<file path="config.mk">
export PLATFORM = sky130hd
export DESIGN_NAME = seq_alu_flat
export DESIGN_NICKNAME = d
export VERILOG_FILES = /design/src/rtl/alu_pkg.sv /design/src/rtl/seq_alu_if.sv /design/src/rtl/seq_muldiv_core.sv /design/src/rtl/seq_alu.sv /design/src/flat_wrapper.sv
export SDC_FILE = /design/constraint.sdc
export NUM_CORES = 2
export LEC_CHECK = 0
export CORE_MARGIN = 5
export CORE_UTILIZATION = 45
export CTS_CLUSTER_SIZE = 25
export DETAILED_ROUTE_END_ITERATION = 8
export SLEW_MARGIN = 15
export SYNTH_ARGS = -nofsm -noshare
export SYNTH_HDL_FRONTEND = slang
export SYNTH_SLANG_ARGS = --single-unit
</file>
<file path="constraint.sdc">
create_clock -name clk -period 16.8 [get_ports clk]
set_clock_uncertainty 0.05 [all_clocks]
set_input_delay 2.52 -clock clk [delete_from_list [all_inputs] [get_ports clk]]
set_output_delay 2.52 -clock clk [all_outputs]
set_load 0.01 [all_outputs]
</file>
<file path="src/rtl/alu_pkg.sv">
// Shared definitions for the sequential ALU: opcode encodings, FSM state
// encoding and opcode classification helpers.
package alu_pkg;

  localparam logic [4:0] OP_ADD  = 5'b00011;
  localparam logic [4:0] OP_SUB  = 5'b00100;
  localparam logic [4:0] OP_SHR  = 5'b00101;
  localparam logic [4:0] OP_SHRA = 5'b00110;
  localparam logic [4:0] OP_SHL  = 5'b00111;
  localparam logic [4:0] OP_ROR  = 5'b01000;
  localparam logic [4:0] OP_ROL  = 5'b01001;
  localparam logic [4:0] OP_AND  = 5'b01010;
  localparam logic [4:0] OP_OR   = 5'b01011;
  localparam logic [4:0] OP_MUL  = 5'b01111;
  localparam logic [4:0] OP_DIV  = 5'b10000;
  localparam logic [4:0] OP_NEG  = 5'b10001;
  localparam logic [4:0] OP_NOT  = 5'b10010;

  typedef enum logic [2:0] {S_IDLE, S_ONE, S_MUL, S_DIV, S_FIN} state_t;

  // Ops that go through the iterative core (div by zero short-circuits).
  function automatic logic is_iter(input logic [4:0] op, input logic b_zero);
    return (op == OP_MUL) || (op == OP_DIV && !b_zero);
  endfunction

endpackage

</file>
<file path="src/rtl/seq_alu_if.sv">
// Issue/result bus of the sequential ALU. The control unit drives the
// master side (start, opcode, operands); the ALU is the slave and returns
// busy/done, the {HI,LO} result and status flags.
interface seq_alu_if #(parameter int WIDTH = 32);
  logic               start;
  logic [4:0]         opcode;
  logic [WIDTH-1:0]   a;
  logic [WIDTH-1:0]   b;
  logic               busy;
  logic               done;
  logic [2*WIDTH-1:0] result;
  logic               div_by_zero;
  logic               illegal_op;

  modport master (output start, opcode, a, b,
                  input  busy, done, result, div_by_zero, illegal_op);
  modport slave  (input  start, opcode, a, b,
                  output busy, done, result, div_by_zero, illegal_op);
endinterface

</file>
<file path="src/rtl/seq_muldiv_core.sv">
// Bit-serial signed multiply (radix-2 Booth) and divide (non-restoring on
// magnitudes, sign-corrected at the end). One iteration per clock.
//   go     : load a/b and start WIDTH iterations
//   is_div : select divide (1) or multiply (0), sampled with go
//   last   : high during the final iteration
//   hi/lo  : product, or remainder/quotient; valid the cycle after last
module seq_muldiv_core #(parameter int WIDTH = 32) (
  input  logic             clk,
  input  logic             clr,
  input  logic             go,
  input  logic             is_div,
  input  logic [WIDTH-1:0] a,
  input  logic [WIDTH-1:0] b,
  output logic             last,
  output logic [WIDTH-1:0] hi,
  output logic [WIDTH-1:0] lo
);
  localparam int CW = $clog2(WIDTH);

  logic             run, div_q, qm1, neg_q, neg_r;
  logic [CW-1:0]    cnt;
  // Two guard bits: Booth needs one for -2^(W-1) operands, the divider
  // needs two because the shifted partial remainder reaches +/-2^W.
  logic [WIDTH+1:0] acc, m, sum, shl, acc_nx;
  logic [WIDTH-1:0] q, q_nx, a_mag, b_mag, rem;

  assign a_mag = a[WIDTH-1] ? -a : a;
  assign b_mag = b[WIDTH-1] ? -b : b;
  assign last  = run && (cnt == CW'(WIDTH-1));

  always_comb begin
    shl    = {acc[WIDTH:0], q[WIDTH-1]};
    sum    = acc;
    acc_nx = acc;
    q_nx   = q;
    if (div_q) begin
      // Non-restoring: add back when the remainder is negative.
      sum    = acc[WIDTH+1] ? shl + m : shl - m;
      acc_nx = sum;
      q_nx   = {q[WIDTH-2:0], ~sum[WIDTH+1]};
    end else begin
      case ({q[0], qm1})
        2'b01:   sum = acc + m;
        2'b10:   sum = acc - m;
        default: sum = acc;
      endcase
      acc_nx = {sum[WIDTH+1], sum[WIDTH+1:1]};
      q_nx   = {sum[0], q[WIDTH-1:1]};
    end
  end

  always_ff @(posedge clk or posedge clr) begin
    if (clr) begin
      run <= 1'b0; cnt <= '0; div_q <= 1'b0; qm1 <= 1'b0;
      neg_q <= 1'b0; neg_r <= 1'b0; acc <= '0; q <= '0; m <= '0;
    end else if (go) begin
      run   <= 1'b1;
      cnt   <= '0;
      div_q <= is_div;
      acc   <= '0;
      qm1   <= 1'b0;
      neg_q <= a[WIDTH-1] ^ b[WIDTH-1];
      neg_r <= a[WIDTH-1];
      q     <= is_div ? a_mag : a;
      m     <= is_div ? {2'b00, b_mag} : {{2{b[WIDTH-1]}}, b};
    end else if (run) begin
      cnt <= cnt + 1'b1;
      if (last) run <= 1'b0;
      acc <= acc_nx;
      q   <= q_nx;
      qm1 <= q[0];
    end
  end

  // Final restore of a negative remainder, then apply operand signs.
  // |-2^(W-1) / -1| wraps back to -2^(W-1) naturally.
  assign rem = acc[WIDTH+1] ? acc[WIDTH-1:0] + m[WIDTH-1:0] : acc[WIDTH-1:0];

  always_comb begin
    if (div_q) begin
      hi = neg_r ? -rem : rem;
      lo = neg_q ? -q : q;
    end else begin
      hi = acc[WIDTH-1:0];
      lo = q;
    end
  end
endmodule

</file>
<file path="src/rtl/seq_alu.sv">
// Multi-cycle ALU feeding the Z (HI/LO) pair. Single-cycle ops complete
// one edge after issue; mul/div run through seq_muldiv_core and complete
// WIDTH+1 edges after issue.
//   clk, clr : clock, asynchronous active-high reset
//   bus      : start/opcode/a/b in; busy/done/result/div_by_zero/illegal_op out
module seq_alu
  import alu_pkg::*;
#(parameter int WIDTH = 32) (
  input  logic     clk,
  input  logic     clr,
  seq_alu_if.slave bus
);
  localparam int SHW = $clog2(WIDTH);

  state_t             state;
  logic               busy_q, done_q, dz_q, ill_q;
  logic [2*WIDTH-1:0] res_q;
  logic [4:0]         op_r;
  logic [WIDTH-1:0]   a_r, b_r;

  logic               go, b_zero;
  logic               core_last;
  logic [WIDTH-1:0]   core_hi, core_lo;

  logic [WIDTH-1:0]   one_lo, one_hi;
  logic               one_dz, one_ill;
  logic [2*WIDTH-1:0] rot;
  logic [SHW-1:0]     amt;

  assign b_zero = (bus.b == '0);
  assign go     = bus.start && !busy_q && is_iter(bus.opcode, b_zero);

  seq_muldiv_core #(.WIDTH(WIDTH)) u_core (
    .clk    (clk),
    .clr    (clr),
    .go     (go),
    .is_div (bus.opcode == OP_DIV),
    .a      (bus.a),
    .b      (bus.b),
    .last   (core_last),
    .hi     (core_hi),
    .lo     (core_lo)
  );

  // Single-cycle datapath on the latched operands.
  assign amt = b_r[SHW-1:0];

  always_comb begin
    one_lo  = '0;
    one_hi  = '0;
    one_dz  = 1'b0;
    one_ill = 1'b0;
    rot     = '0;
    case (op_r)
      OP_ADD:  one_lo = a_r + b_r;
      OP_SUB:  one_lo = a_r - b_r;
      OP_SHR:  one_lo = a_r >> amt;
      OP_SHRA: one_lo = $signed(a_r) >>> amt;
      OP_SHL:  one_lo = a_r << amt;
      OP_ROR:  begin rot = {a_r, a_r} >> amt; one_lo = rot[WIDTH-1:0]; end
      OP_ROL:  begin rot = {a_r, a_r} << amt; one_lo = rot[2*WIDTH-1:WIDTH]; end
      OP_AND:  one_lo = a_r & b_r;
      OP_OR:   one_lo = a_r | b_r;
      OP_NEG:  one_lo = -b_r;
      OP_NOT:  one_lo = ~b_r;
      OP_MUL:  ;
      // Only divide-by-zero reaches the single-cycle path.
      OP_DIV:  begin one_lo = '1; one_hi = a_r; one_dz = 1'b1; end
      default: one_ill = 1'b1;
    endcase
  end

  always_ff @(posedge clk or posedge clr) begin
    if (clr) begin
      state <= S_IDLE; busy_q <= 1'b0; done_q <= 1'b0; dz_q <= 1'b0;
      ill_q <= 1'b0; res_q <= '0; op_r <= '0; a_r <= '0; b_r <= '0;
    end else begin
      done_q <= 1'b0;
      case (state)
        S_IDLE: if (bus.start) begin
          op_r   <= bus.opcode;
          a_r    <= bus.a;
          b_r    <= bus.b;
          dz_q   <= 1'b0;
          ill_q  <= 1'b0;
          busy_q <= 1'b1;
          if (bus.opcode == OP_MUL)                  state <= S_MUL;
          else if (bus.opcode == OP_DIV && !b_zero)  state <= S_DIV;
          else                                       state <= S_ONE;
        end
        S_ONE: begin
          state  <= S_IDLE;
          busy_q <= 1'b0;
          done_q <= 1'b1;
          res_q  <= {one_hi, one_lo};
          dz_q   <= one_dz;
          ill_q  <= one_ill;
        end
        S_MUL, S_DIV: if (core_last) state <= S_FIN;
        S_FIN: begin
          state  <= S_IDLE;
          busy_q <= 1'b0;
          done_q <= 1'b1;
          res_q  <= {core_hi, core_lo};
        end
        default: state <= S_IDLE;
      endcase
    end
  end

  assign bus.busy        = busy_q;
  assign bus.done        = done_q;
  assign bus.result      = res_q;
  assign bus.div_by_zero = dz_q;
  assign bus.illegal_op  = ill_q;
endmodule

</file>
<file path="src/flat_wrapper.sv">
// flat-port wrapper written by rule: the top's interface ports become plain ports
module seq_alu_flat import alu_pkg::*;
#(parameter int WIDTH = 32)
  (clk, clr, bus_start, bus_opcode, bus_a, bus_b, bus_busy, bus_done, bus_result, bus_div_by_zero, bus_illegal_op);
  seq_alu_if #(.WIDTH(WIDTH)) bus_i ();
  input  logic clk;
  input  logic clr;
  input wire logic [$bits(bus_i.start)-1:0] bus_start;
  input wire logic [$bits(bus_i.opcode)-1:0] bus_opcode;
  input wire logic [$bits(bus_i.a)-1:0] bus_a;
  input wire logic [$bits(bus_i.b)-1:0] bus_b;
  output wire logic [$bits(bus_i.busy)-1:0] bus_busy;
  output wire logic [$bits(bus_i.done)-1:0] bus_done;
  output wire logic [$bits(bus_i.result)-1:0] bus_result;
  output wire logic [$bits(bus_i.div_by_zero)-1:0] bus_div_by_zero;
  output wire logic [$bits(bus_i.illegal_op)-1:0] bus_illegal_op;
  assign bus_i.start = bus_start;
  assign bus_i.opcode = bus_opcode;
  assign bus_i.a = bus_a;
  assign bus_i.b = bus_b;
  assign bus_busy = bus_i.busy;
  assign bus_done = bus_i.done;
  assign bus_result = bus_i.result;
  assign bus_div_by_zero = bus_i.div_by_zero;
  assign bus_illegal_op = bus_i.illegal_op;
  seq_alu #(.WIDTH(WIDTH)) u_core (.clk(clk), .clr(clr), .bus(bus_i));
endmodule
</file>
==> flow_metrics.env <==
export IMPL_layout_nets=4196
export IMPL_synth_warnings=0
export IMPL_grt_use_total_pct=34.79
export IMPL_drtPass1Iterations=9
export IMPL_cts_tree="built"
export IMPL_syn_inst=3934
export IMPL_ys_flop_type="dfrtp_1"
export IMPL_clockBufferDepth=3
export IMPL_rsz0062_at_grt="false"
export IMPL_post_cts_setup_buffers=0
export IMPL_slew_violations=0
export IMPL_max_slew_margin_pct=25.47
export IMPL_die_h_um=267.6
export IMPL_grt_pass1_wl_mm=191.1
export IMPL_dp_hpwl_mm=99.29
export IMPL_cp_start_kind="flop"
export IMPL_cts_hold_buf=0
export IMPL_cp_arrival_ns=6.99
export IMPL_rows=94
export IMPL_fin_crit_ns=6.587
export IMPL_synthTopCellsByArea="dfrtp_1, ha_1, a21oi_1"
export IMPL_fillerInstances=6562
export IMPL_multiInputGateArea_mm2=0.02209
export IMPL_gp_congestion=1.099
export IMPL_avgSynthCellArea_um2=7.591
export IMPL_drt_initial_drc_count=3786
export IMPL_synth_edf_count=0
export IMPL_start_util_pct=45.42
export IMPL_ios=140
export IMPL_cp_max_fo=7
export IMPL_synth_most_common_cell="nor2_1"
export IMPL_area_growth_synth_to_final_pct=10.64
export IMPL_via_count=31351
export IMPL_yosysSeqAreaShare_pct=20.86
export IMPL_coreArea_mm2=0.06575
export IMPL_tightest_slew_ns=1.106
export IMPL_setup_viol=0
export IMPL_end_kind="flop"
export IMPL_vias_per_cell=6.530
export IMPL_fmax_ghz=0.1518
export IMPL_grt_overflow_total=0
export IMPL_ctsRootBufferMaster="clkbuf_16"
export IMPL_hold_path_class="reg2reg"
export IMPL_layout_drive_gt1_share_pct=6.529
export IMPL_cts_made_buffers=35
export IMPL_synth_top_cell_area_share_pct=20.86
export IMPL_synth_cell_types=102
export IMPL_port_buffers=139
export IMPL_synth_common_cells="nor2_1, a21oi_1, nand2_1"
export IMPL_finalWirelength_mm=128.8
export IMPL_critPathRequiredTime_ns=17.20
export IMPL_clock_latency_ns=0.57
export IMPL_tns_ns=0
export IMPL_postRouteAntennaNets=0
export IMPL_htreeDepth=2
export IMPL_clk_pin_slew_ns=0.06
export IMPL_dieWidth_um=267.6
export IMPL_postCtsResizedCells=0
export IMPL_synthesis_area_mm2=0.02986
export IMPL_crit_type="reg2reg"
export IMPL_synthArstFlopShare_pct=100.0
export IMPL_synth_top_cell_by_area="dfrtp_1"
export IMPL_finalHoldViolCount=0
export IMPL_finalCritPeriodShare_pct=39.21
export IMPL_grt_max_degree=105
export IMPL_dieArea_mm2=0.07162
export IMPL_status="complete, no violations"
export IMPL_maxCapViolations=0
export IMPL_ys_seq_elements=249
export IMPL_post_route_drc_count=0
export IMPL_syn_num_nets=4220
export IMPL_grt_pass1_vias=29178
export IMPL_seq_area_mm2=0.006251
export IMPL_antenna_found_initial=3
export IMPL_wire_per_inst_um=26.83
export IMPL_clock_sinks=249
## cells by family (layout without fill, tap and decap cells)
| kind of cell | count (synthesis) | count (layout) | synth area share (%) |
|---|---|---|---|
| multiplexers | 183 | 183 | 8.253 |
| AND/OR/NAND/NOR | 1205 | 1205 | 18.37 |
| AO/OA/AOI/OAI | 1384 | 1384 | 29.13 |
| adder cells (fa/ha/maj) | 214 | 214 | 9.091 |
| XOR/XNOR | 305 | 305 | 8.945 |
| flip-flops | 249 | 249 | 20.86 |
| other | 0 | 1 | 0 |
| buffers and inverters | 394 | 396 | 5.346 |
## per-layer routing
layer / part of all wire, % / global-route usage (%) / vias to the layer above / wire length [um]
met5: 0.019 / 0 / - / 25
met4: 5.3 / 15.16 / 4 / 6770
met3: 9.6 / 6.311 / 303 / 12390
met2: 44 / 54.54 / 1618 / 57050
met1: 41 / 47.17 / 15051 / 52560
li1: - / - / 14375 / -
## worst max-delay path: stages (launching register included)
cell      delay [ns]
dfrtp_1         0.45
inv_1           0.12
ha_1            0.23
nand2_1         0.07
nor3_1          0.31
nor3b_1         0.43
nor3b_1         0.61
and3_1          0.36
nor3b_1         0.36
nor3b_1         0.85
nor2_1          0.12
xor2_1          0.18
ha_1            0.38
a21o_1          0.22
a21o_1          0.17
a21o_1          0.18
a21o_1          0.17
a221oi_1        0.46
o21bai_1        0.11
a21oi_1         0.19
xnor2_1         0.11
a221o_1         0.34
## layout by cell type (no fill, tap or decap), types with 18 or more instances in the layout
cell and count:
nor2_1 440, a21oi_1 399, nand2_1 379, o21ai_0 371
dfrtp_1 241, ha_1 208, xnor2_1 160, xor2_1 145
clkdlybuf4s50_1 139, inv_1 131, mux2i_1 118, a21o_1 75
a211oi_1 74, a31oi_1 70, nor3_1 61, buf_4 56
nand3_1 49, mux4_2 49, o211ai_1 44, a221oi_1 41
nand2b_1 40, clkbuf_16 36, o22ai_1 34, and3_1 30
nor2b_1 29, o31ai_1 29, o221ai_1 27, or3_1 26
and2_1 25, nand4_1 25, a2111oi_0 22, o21a_1 20
o21bai_1 18
## worst paths after layout
| check | startpoint | end | slack, ns | cells after the start |
|---|---|---|---|---|
| max | u_core.u_core.m[0] | u_core.u_core.acc[33] | 10.21 | 21 |
| min | u_core.u_core.neg_r | u_core.u_core.neg_r | 0.43 | 2 |
| max reg2reg | u_core.u_core.m[0] | u_core.u_core.acc[33] | 10.21 | 21 |
| min reg2reg | u_core.u_core.neg_r | u_core.u_core.neg_r | 0.43 | 2 |
| max in group asynchronous | clr | u_core.bus.result[53] | 12.35 | 4 |
| min in group asynchronous | clr | u_core.u_core.q[11] | 2.38 | 2 |
## final cells by class
class	count	area share, %
antenna	1	0.007573
inverter	137	1.579
timing repair buffer	196	5.544
tap	864	3.272
sequential	249	18.92
clock buffer	46	3.022
multi-input combinational	3291	66.87
clock inverter	17	0.7914
## through the flow
step	utilization, %	area, um^2	std cells	hold slack (ns)	setup WS, ns
after CTS	50.25	33040	4800	0.4332	10.34
after detailed placement	48.34	31780	4737	0.4197	10.23
after floorplan	-	29860	3934	0.4142	7.387
after global placement	48.34	31780	4737	0.4209	10.30
final	50.26	33040	4801	0.4346	10.21
after global routing	50.25	33040	4800	0.4698	9.890
## state kept, by name, indices dropped and copies added (netlist names), 3 cells and up
name	flops
u_core.a_r	32
u_core.b_r	32
u_core.bus.result	64
u_core.op_r	5
u_core.state	3
u_core.u_core.acc	34
u_core.u_core.cnt	5
u_core.u_core.m	33
u_core.u_core.q	32
Power is not shown: default switching activity piles up to over one toggle a cycle in this logic, so the estimate is an artifact.
